## config.mk

```make
export PLATFORM = sky130hd
export DESIGN_NAME = jtframe_neptuno_keyseq
export DESIGN_NICKNAME = d
export VERILOG_FILES = /design/src/rtl/jtframe_neptuno_pkg.sv /design/src/rtl/jtframe_neptuno_linecnt.sv /design/src/rtl/jtframe_neptuno_keyseq.sv
export SDC_FILE = /design/constraint.sdc
export NUM_CORES = 1
export LEC_CHECK = 0
export ABC_AREA = 1
export CORE_MARGIN = 2
export CORE_UTILIZATION = 35
export DETAILED_ROUTE_END_ITERATION = 12
export GPL_TIMING_DRIVEN = 0
export PLACE_DENSITY_LB_ADDON = 0.3
export SETUP_SLACK_MARGIN = 0.1
export SYNTH_ARGS = -nofsm -noshare
export SYNTH_HDL_FRONTEND = slang
export SYNTH_SLANG_ARGS = --single-unit
```

## constraint.sdc

```tcl
create_clock -name clk -period 3.45 [get_ports clk]
set_clock_uncertainty 0.2 [all_clocks]
set_input_delay 0.69 -clock clk [delete_from_list [all_inputs] [get_ports clk]]
set_output_delay 0.69 -clock clk [all_outputs]
set_load 0.01 [all_outputs]
```

## src/rtl/jtframe_neptuno_pkg.sv

```systemverilog
// Shared constants for the Neptuno key sequencer: key codes, idle/wait bytes,
// FSM state encodings and the event arbitration helpers.
package jtframe_neptuno_pkg;

    localparam logic [7:0] CODE_IDLE = 8'hFF;
    localparam logic [7:0] CODE_WAIT = 8'h3F;
    localparam logic [7:0] CODE_OSD  = 8'h7F;
    localparam logic [7:0] CODE_R    = 8'hF7;
    localparam logic [7:0] CODE_L    = 8'hFB;
    localparam logic [7:0] CODE_D    = 8'hFD;
    localparam logic [7:0] CODE_U    = 8'hFE;
    localparam logic [7:0] CODE_FIRE = 8'hEF;

    // Event vector order is also the priority order: bit 0 wins.
    localparam int NEV    = 6;
    localparam int EV_OSD = 0;
    localparam int EV_R   = 1;
    localparam int EV_L   = 2;
    localparam int EV_D   = 3;
    localparam int EV_U   = 4;
    localparam int EV_FIRE = 5;

    typedef enum logic [2:0] {
        ST_BOOT,
        ST_WAIT,
        ST_IDLE,
        ST_SEND,
        ST_GAP
    } state_e;

    function automatic logic [NEV-1:0] first_set(input logic [NEV-1:0] v);
        return v & (~v + NEV'(1));
    endfunction

    function automatic logic [7:0] ev_code(input logic [NEV-1:0] grant);
        logic [7:0] code;
        code = CODE_IDLE;
        if (grant[EV_OSD])       code = CODE_OSD;
        else if (grant[EV_R])    code = CODE_R;
        else if (grant[EV_L])    code = CODE_L;
        else if (grant[EV_D])    code = CODE_D;
        else if (grant[EV_U])    code = CODE_U;
        else if (grant[EV_FIRE]) code = CODE_FIRE;
        return code;
    endfunction

endpackage

```

## src/rtl/jtframe_neptuno_linecnt.sv

```systemverilog
// Saturating line counter: clears on clr, otherwise advances once per cen
// pulse and sticks at all-ones instead of wrapping.
module jtframe_neptuno_linecnt #(
    parameter int W = 8
) (
    input  logic         clk,
    input  logic         rst_n,
    input  logic         clr,
    input  logic         cen,
    output logic [W-1:0] cnt
);

    logic [W-1:0] cnt_d, cnt_q;

    always_comb begin
        cnt_d = cnt_q;
        if (clr) begin
            cnt_d = '0;
        end else if (cen && (cnt_q != '1)) begin
            cnt_d = cnt_q + W'(1);
        end
    end

    always_ff @(posedge clk or negedge rst_n) begin
        if (!rst_n) begin
            cnt_q <= '0;
        end else begin
            cnt_q <= cnt_d;
        end
    end

    assign cnt = cnt_q;

endmodule

```

## src/rtl/jtframe_neptuno_keyseq.sv

```systemverilog
// Turns joystick/OSD events into timed key codes for the Neptuno SPI data_io.
// Auto-repeat of held direction keys is built only with JTFRAME_NEPTUNO_KEYRPT_EN.
module jtframe_neptuno_keyseq
    import jtframe_neptuno_pkg::*;
#(
    parameter int BOOT_CYC   = 65535,
    parameter int HOLD_LINES = 4,
    parameter int GAP_LINES  = 4,
    parameter int RPT_DLY    = 30,
    parameter int RPT_RATE   = 8
) (
    input  logic        clk,
    input  logic        rst_n,
    input  logic        cen,
    input  logic        dwn_start,
    input  logic [11:0] joy_mix,
    input  logic        osd_req,
    output logic [7:0]  nept_din,
    output logic        busy
);

    localparam int BW = $clog2(BOOT_CYC + 1);
    localparam int LW = $clog2((HOLD_LINES > GAP_LINES ? HOLD_LINES : GAP_LINES) + 1);
    localparam logic [BW-1:0] BOOT_LAST = BW'(BOOT_CYC - 1);
    localparam logic [LW-1:0] HOLD_LAST = LW'(HOLD_LINES - 1);
    localparam logic [LW-1:0] GAP_LAST  = LW'(GAP_LINES - 1);

    state_e          state_d, state_q;
    logic [BW-1:0]   boot_cnt_d, boot_cnt_q;
    logic            ready_d, ready_q;
    logic [4:0]      joy_prev_d, joy_prev_q;
    logic            osd_prev_d, osd_prev_q;
    logic [NEV-1:0]  pend_d, pend_q;
    logic [7:0]      code_d, code_q;
    logic [NEV-1:0]  edges, ticks, grant;
    logic [LW-1:0]   line_cnt;
    logic            line_clr;
    logic            unused_ok;

    assign unused_ok = ^joy_mix[11:5];

    // Event bit 0 is the OSD request, bits 1..5 follow joy_mix[0..4].
    always_comb begin
        joy_prev_d = joy_mix[4:0];
        osd_prev_d = osd_req;
        ready_d    = ready_q | dwn_start;
        edges      = {joy_mix[4:0] & ~joy_prev_q, osd_req & ~osd_prev_q};
        grant      = (state_q == ST_IDLE) ? first_set(pend_q) : '0;
        pend_d     = (pend_q & ~grant) | edges | ticks;
    end

`ifdef JTFRAME_NEPTUNO_KEYRPT_EN
    localparam int RW = $clog2((RPT_DLY > RPT_RATE ? RPT_DLY : RPT_RATE) + 1);
    localparam logic [RW-1:0] DLY_LAST  = RW'(RPT_DLY - 1);
    localparam logic [RW-1:0] RATE_LAST = RW'(RPT_RATE - 1);

    logic [RW-1:0] rpt_cnt;
    logic          rpt_first_d, rpt_first_q;
    logic          single_dir, joy_stable, rpt_tick, rpt_clr;

    always_comb begin
        single_dir  = (joy_mix[3:0] != 4'd0) &&
                      ((joy_mix[3:0] & (joy_mix[3:0] - 4'd1)) == 4'd0);
        joy_stable  = (joy_mix[4:0] == joy_prev_q);
        rpt_tick    = single_dir && joy_stable && cen &&
                      (rpt_cnt == (rpt_first_q ? DLY_LAST : RATE_LAST));
        rpt_clr     = !single_dir || !joy_stable || rpt_tick;
        rpt_first_d = rpt_first_q;
        if (!single_dir || !joy_stable) begin
            rpt_first_d = 1'b1;
        end else if (rpt_tick) begin
            rpt_first_d = 1'b0;
        end
        ticks = {1'b0, joy_mix[3:0] & {4{rpt_tick}}, 1'b0};
    end

    always_ff @(posedge clk or negedge rst_n) begin
        if (!rst_n) begin
            rpt_first_q <= 1'b1;
        end else begin
            rpt_first_q <= rpt_first_d;
        end
    end

    jtframe_neptuno_linecnt #(.W(RW)) u_rpt_cnt (
        .clk   (clk),
        .rst_n (rst_n),
        .clr   (rpt_clr),
        .cen   (cen),
        .cnt   (rpt_cnt)
    );
`else
    localparam int unused_rpt_cfg = RPT_DLY + RPT_RATE;
    assign ticks = '0;
`endif

    // The line counter restarts on every state change, so a cen seen on the
    // first cycle of SEND or GAP already counts toward that state.
    always_comb begin
        state_d    = state_q;
        boot_cnt_d = boot_cnt_q;
        code_d     = code_q;
        nept_din   = CODE_IDLE;
        busy       = 1'b0;
        unique case (state_q)
            ST_BOOT: begin
                boot_cnt_d = boot_cnt_q + BW'(1);
                if (boot_cnt_q == BOOT_LAST) begin
                    state_d = ready_q ? ST_IDLE : ST_WAIT;
                end
            end
            ST_WAIT: begin
                nept_din = CODE_WAIT;
                if (ready_q) begin
                    state_d = ST_IDLE;
                end
            end
            ST_IDLE: begin
                if (|grant) begin
                    code_d  = ev_code(grant);
                    state_d = ST_SEND;
                end
            end
            ST_SEND: begin
                nept_din = code_q;
                busy     = 1'b1;
                if (cen && (line_cnt == HOLD_LAST)) begin
                    state_d = ST_GAP;
                end
            end
            ST_GAP: begin
                busy = 1'b1;
                if (cen && (line_cnt == GAP_LAST)) begin
                    state_d = ST_IDLE;
                end
            end
            default: state_d = ST_BOOT;
        endcase
        line_clr = (state_d != state_q);
    end

    always_ff @(posedge clk or negedge rst_n) begin
        if (!rst_n) begin
            state_q    <= ST_BOOT;
            boot_cnt_q <= '0;
            ready_q    <= 1'b0;
            joy_prev_q <= '0;
            osd_prev_q <= 1'b0;
            pend_q     <= '0;
            code_q     <= CODE_IDLE;
        end else begin
            state_q    <= state_d;
            boot_cnt_q <= boot_cnt_d;
            ready_q    <= ready_d;
            joy_prev_q <= joy_prev_d;
            osd_prev_q <= osd_prev_d;
            pend_q     <= pend_d;
            code_q     <= code_d;
        end
    end

    jtframe_neptuno_linecnt #(.W(LW)) u_line_cnt (
        .clk   (clk),
        .rst_n (rst_n),
        .clr   (line_clr),
        .cen   (cen),
        .cnt   (line_cnt)
    );

endmodule

```

# After elaboration in Yosys (flattened, before gate mapping)
# Index checks and enable logic that the tools add are counted.
# W data, S select, Z words.
dict set report word_totals {
  mem_bits_rw 0
  out_inout_bits 9
  n_memories 0
  input_bits 17
  regBits 43
  romBits 0
  word_cells 54
  latchBits 0
}
dict set report classes {
  reduce_logical 7
  div 0
  eq_ne 8
  muxes 18
  magnitude_cmp 0
  bitwise 10
  shifts 0
  add_sub_neg 3
  n_mul 0
}
# cell n
set ops {}
lappend ops {{$mux W5} 5}
lappend ops {{$mux W3} 7}
lappend ops {{$add A16 B1 Y16 const B} 1}
lappend ops {{$eq A16 B16 Y1 const B} 1}
lappend ops {{$pmux W8 S2} 1}
lappend ops {{$pmux W3 S5} 1}
lappend ops {{$and A6 B6 Y6} 2}
lappend ops {{$not A6 Y6} 2}
lappend ops {{$eq A3 B2 Y1 const B} 3}
lappend ops {{$mux W8} 1}
lappend ops {{$add A6 B1 Y6 const B} 1}
lappend ops {{$mux W6} 1}
lappend ops {{$or A6 B6 Y6} 1}
lappend ops {{$reduce_or A6 Y1} 1}
lappend ops {{$and A5 B5 Y5} 1}
lappend ops {{$not A5 Y5} 1}
lappend ops {{$add A3 B1 Y3 const B} 1}
lappend ops {{$eq A3 B1 Y1 const B} 1}
lappend ops {{$eq A3 B3 Y1 const B} 1}
lappend ops {{$logic_not A3 Y1} 1}
lappend ops {{$ne A3 B3 Y1} 1}
lappend ops {{$ne A3 B3 Y1 const B} 1}
lappend ops {{$logic_and A1 B1 Y1} 2}
lappend ops {{$mux W2} 1}
lappend ops {{7 further kinds} 7}

# Logic depth before layout (Yosys ltp)
dict set report logic_depth {
  depth_word 10
  mapped_depth 14
  depth_no_buf 14
}

# Cells and area by module
# A second synthesis with hierarchy kept.
dict set report hier_totals {
  hier_cells 239
  area_unflattened_um2 2085.8
}
# mod seq_area_each_um2 area_per_inst_um2 n_inst cells_each
set by_module_without_submodules {}
lappend by_module_without_submodules {jtframe_neptuno_keyseq 958.4 1919.3 1 219}
lappend by_module_without_submodules {jtframe_neptuno_linecnt 75.1 166.4 1 20}

# Worst setup path after synthesis
# No wires, ideal clock.
dict set report synth_path {
  path_type {flip-flop to output port}
  startpoint {reg state_q[0]}
  endpoint {out nept_din[2]}
  path_stages_with_launch 3
  arrival_ns 0.993
  n_path_buf 0
  setup_slack_ns 1.567
  required_time_ns 2.560
  cell_sequence {dfrtp_1 nand3_1 or2_2}
}
dict set report synth_between {
  elab_chain_len 2
  word_cells_on_any_way 3
}
# element line
set synth_rtl {}
lappend synth_rtl {{from (decl)} jtframe_neptuno_keyseq.sv:28} ;# state_e state_d, state_q;
lappend synth_rtl {{from (signal assigned)} jtframe_neptuno_keyseq.sv:152} ;# state_q <= state_d;
lappend synth_rtl {{$eq A3 B2 Y1 or $eq A3 B1 Y1 (tied branches)} jtframe_neptuno_keyseq.sv:105} ;# unique case (state_q)
lappend synth_rtl {{$pmux W8 S2 *} jtframe_neptuno_keyseq.sv:105}
lappend synth_rtl {{to (decl)} jtframe_neptuno_keyseq.sv:18} ;# output logic [7:0] nept_din,
# Every way passes the cells marked *; elsewhere a longest branch is shown, timed or not.

# Final worst setup path
dict set report layout_path {
  startpoint {reg state_q[0]}
  endpoint {out nept_din[3]}
}
# Same word-level chain as after synthesis.

==> impl_metrics.env <==
export IMPL_status="finished clean"
export IMPL_arrival_ns=1.85
export IMPL_min_period_ns=2.74
export IMPL_slowest_stage="dfrtp_1"
export IMPL_pre_cts_ws_ns=0.992
export IMPL_start_util_pct=36.4
export IMPL_grt_max_degree=23
export IMPL_nNetsFinal=260
export IMPL_routed_wl_um=3290
export IMPL_drcViolationCount=0
export IMPL_grt_pass1_wl_um=5890
export IMPL_path_class="reg2out"
export IMPL_area_growth_pct=19.9
export IMPL_vias_per_cell=4.35
export IMPL_hold_violations=0
export IMPL_dr_pass1_iters=4
export IMPL_antenna_found_initial=0
export IMPL_drv_slew=0
export IMPL_busiest_layer="met2"
export IMPL_synth_edf_count=0
export IMPL_grt_pass1_vias=1351
export IMPL_crit_family="simple AND/OR/NAND/NOR gates"
export IMPL_pin_count=26
export IMPL_final_cell_mix="nand2_1 (37), dfrtp_1 (35), inv_1 (30), nor2_1 (16), clkdlybuf4s50_1 (16)"
export IMPL_h_tree_depth=2
export IMPL_met2_usage_pct=19.0
export IMPL_ys_seq_area_share_pct=51.6
export IMPL_grt_use_met1_pct=16.0
export IMPL_setup_violations_final=0
export IMPL_finalCritPeriodShare_pct=79.5
export IMPL_root_buffer="clkbuf_8"
export IMPL_post_cts_buffers=0
export IMPL_io_buffers=17
export IMPL_critPathMaxStageDelay_ns=0.54
export IMPL_fp_dieArea_mm2=0.00635
export IMPL_rsz0062_at_grt="no"
export IMPL_cts_sinks=41
export IMPL_endpoint_kind="primary output"
export IMPL_cp_required_ns=2.56
export IMPL_ys_seq_elements=41
export IMPL_clk_pin_slew_ns=0.08
export IMPL_met3_usage_pct=3.05
export IMPL_core_area_mm2=0.00551
export IMPL_fin_ws_ns=0.708
export IMPL_synthCells=213
export IMPL_die_y_um=79.7
export IMPL_critPathBufInv=1
export IMPL_cp_cell_sequence="nand3_1 > or2_2 > clkdlybuf4s50_1"
export IMPL_yosysUniqueCellTypes=33
export IMPL_clock_fmax_ghz=0.365
export IMPL_synth_area_mm2=0.00200
export IMPL_drt_initial_drc_count=34
export IMPL_layout_drive_gt1_share_pct=18.0
export IMPL_synth_ff_type="dfrtp_1"
export IMPL_ant_nets=0
export IMPL_via_count=1354
export IMPL_syn_mean_instance_area_um2=9.41
export IMPL_crit_fanout=7
export IMPL_cts_tree="built"
export IMPL_place_gp_congestion=0.727
export IMPL_hp_class="in2async"
export IMPL_p_per_area_mw_per_mm2=412
export IMPL_ir_drop_v=0.000198
export IMPL_post_cts_resized=0
export IMPL_hold_buffers=0
export IMPL_numCtsBuffers=5
export IMPL_maxCapViolCount=0
export IMPL_yosysWarnings=0
export IMPL_worstSetupStartpointType="register"
export IMPL_async_flop_share_pct=100
export IMPL_dp_hpwl_um=2580
export IMPL_die_x_um=79.7
export IMPL_grt_util_all_layers_pct=11.9
export IMPL_p_leak_nw=1.16
export IMPL_insertion_delay_ns=0.28
export IMPL_n_antenna_cell=0
export IMPL_clock_path_buffers=2
export IMPL_setup_tns_ns=0
export IMPL_grt_overflow_total=0
export IMPL_fp_row_count=27
export IMPL_wl_per_cell_um=10.6
export IMPL_mostFrequentLayoutCell="nand2_1"
export IMPL_synth_fp_nets=235
-- flip-flops by register name (all words and copies together) (netlist names) --
register	flops
state_q	3
osd_prev_q	1
boot_cnt_q	16
pend_q	6
u_line_cnt.cnt	3
code_q	6
joy_prev_q	5
ready_q	1
-- through the flow --
stage          util (%)  cells  area, um^2  total power [W]  hold slack, ns
2_1_floorplan         -    213        2000         0.000579           0.194
3_3_place_gp       41.1    302        2260         0.000607           0.202
3_5_place_dp       41.5    303        2290         0.000617           0.218
4_1_cts            43.6    311        2400          0.00101           0.179
5_1_grt            43.6    311        2400          0.00105           0.181
6_report           43.6    311        2400         0.000989           0.160
-- power breakdown --
| part | internal (W) | switching [W] | leakage [nW] |
|---|---|---|---|
| Sequential | 0.000502 | 0.0000121 | 0.485 |
| Clock | 0.000217 | 0.000168 | 0.0543 |
| Combinational | 0.0000433 | 0.0000470 | 0.625 |
-- worst paths after layout --
kind / start / endpoint / slack [ns] / cells past startpoint
max: state_q[0] / nept_din[3] / 0.71 / 3
min: rst_n / boot_cnt_q[7] / 0.16 / 1
max reg2reg: u_line_cnt.cnt[0] / u_line_cnt.cnt[0] / 1.55 / 14
min reg2reg: joy_prev_q[0] / pend_q[1] / 0.23 / 1
max in group asynchronous: rst_n / code_q[0] / 2.34 / 2
min in group clk: joy_prev_q[0] / pend_q[1] / 0.23 / 1
-- synthesized netlist by cell type, types with 2 or more instances --
cell type | number | share of area [%]
nor2_1 | 16 | 3.0
nand2_2 | 4 | 1.2
dfrtp_1 | 35 | 44
xor2_1 | 11 | 4.8
a21oi_1 | 5 | 1.2
dfstp_2 | 6 | 7.9
nand3_1 | 13 | 3.2
nand2_1 | 37 | 6.9
o21ai_1 | 2 | 0.50
o22ai_1 | 5 | 1.6
ha_1 | 5 | 3.1
nand2_4 | 2 | 1.1
nor3_1 | 3 | 0.75
xnor2_1 | 5 | 2.2
or2_2 | 3 | 0.94
o21ai_0 | 6 | 1.5
inv_1 | 30 | 5.6
nor2_4 | 6 | 3.4
nor4_1 | 2 | 0.62
inv_2 | 4 | 0.75
-- routing by layer --
layer,share of wire (%),wire (um),vias up
met5,0,0,-
met4,0.64,21,0
met3,2.3,77,2
met2,48,1590,13
met1,49,1600,616
li1,-,-,723
-- logic make-up (layout without fill, tap and decap cells) --
family | Yosys count | in the layout | synth area share (%)
buffers and inverters | 36 | 62 | 6.93
AOI/OAI and AO/OA | 21 | 21 | 6.43
other | 1 | 1 | 0.187
muxes | 1 | 1 | 0.499
adders and majority gates | 5 | 5 | 3.12
xor gates and xnor gates | 16 | 16 | 6.99
DFF | 41 | 41 | 51.6
and+or+nand+nor | 92 | 92 | 24.3
-- cell type report --
type                    instances  area (um^2)
multi-input cells             136          832
clock buffers                   5         68.8
flip-flops and latches         41         1030
well taps                      72         90.1
fillers                       546         3100
inverters                      35          131
clock inverters                 3         46.3
plain buffers                   1         7.51
repair buffers                 18          193
Power figures use the tool's default switching activity.
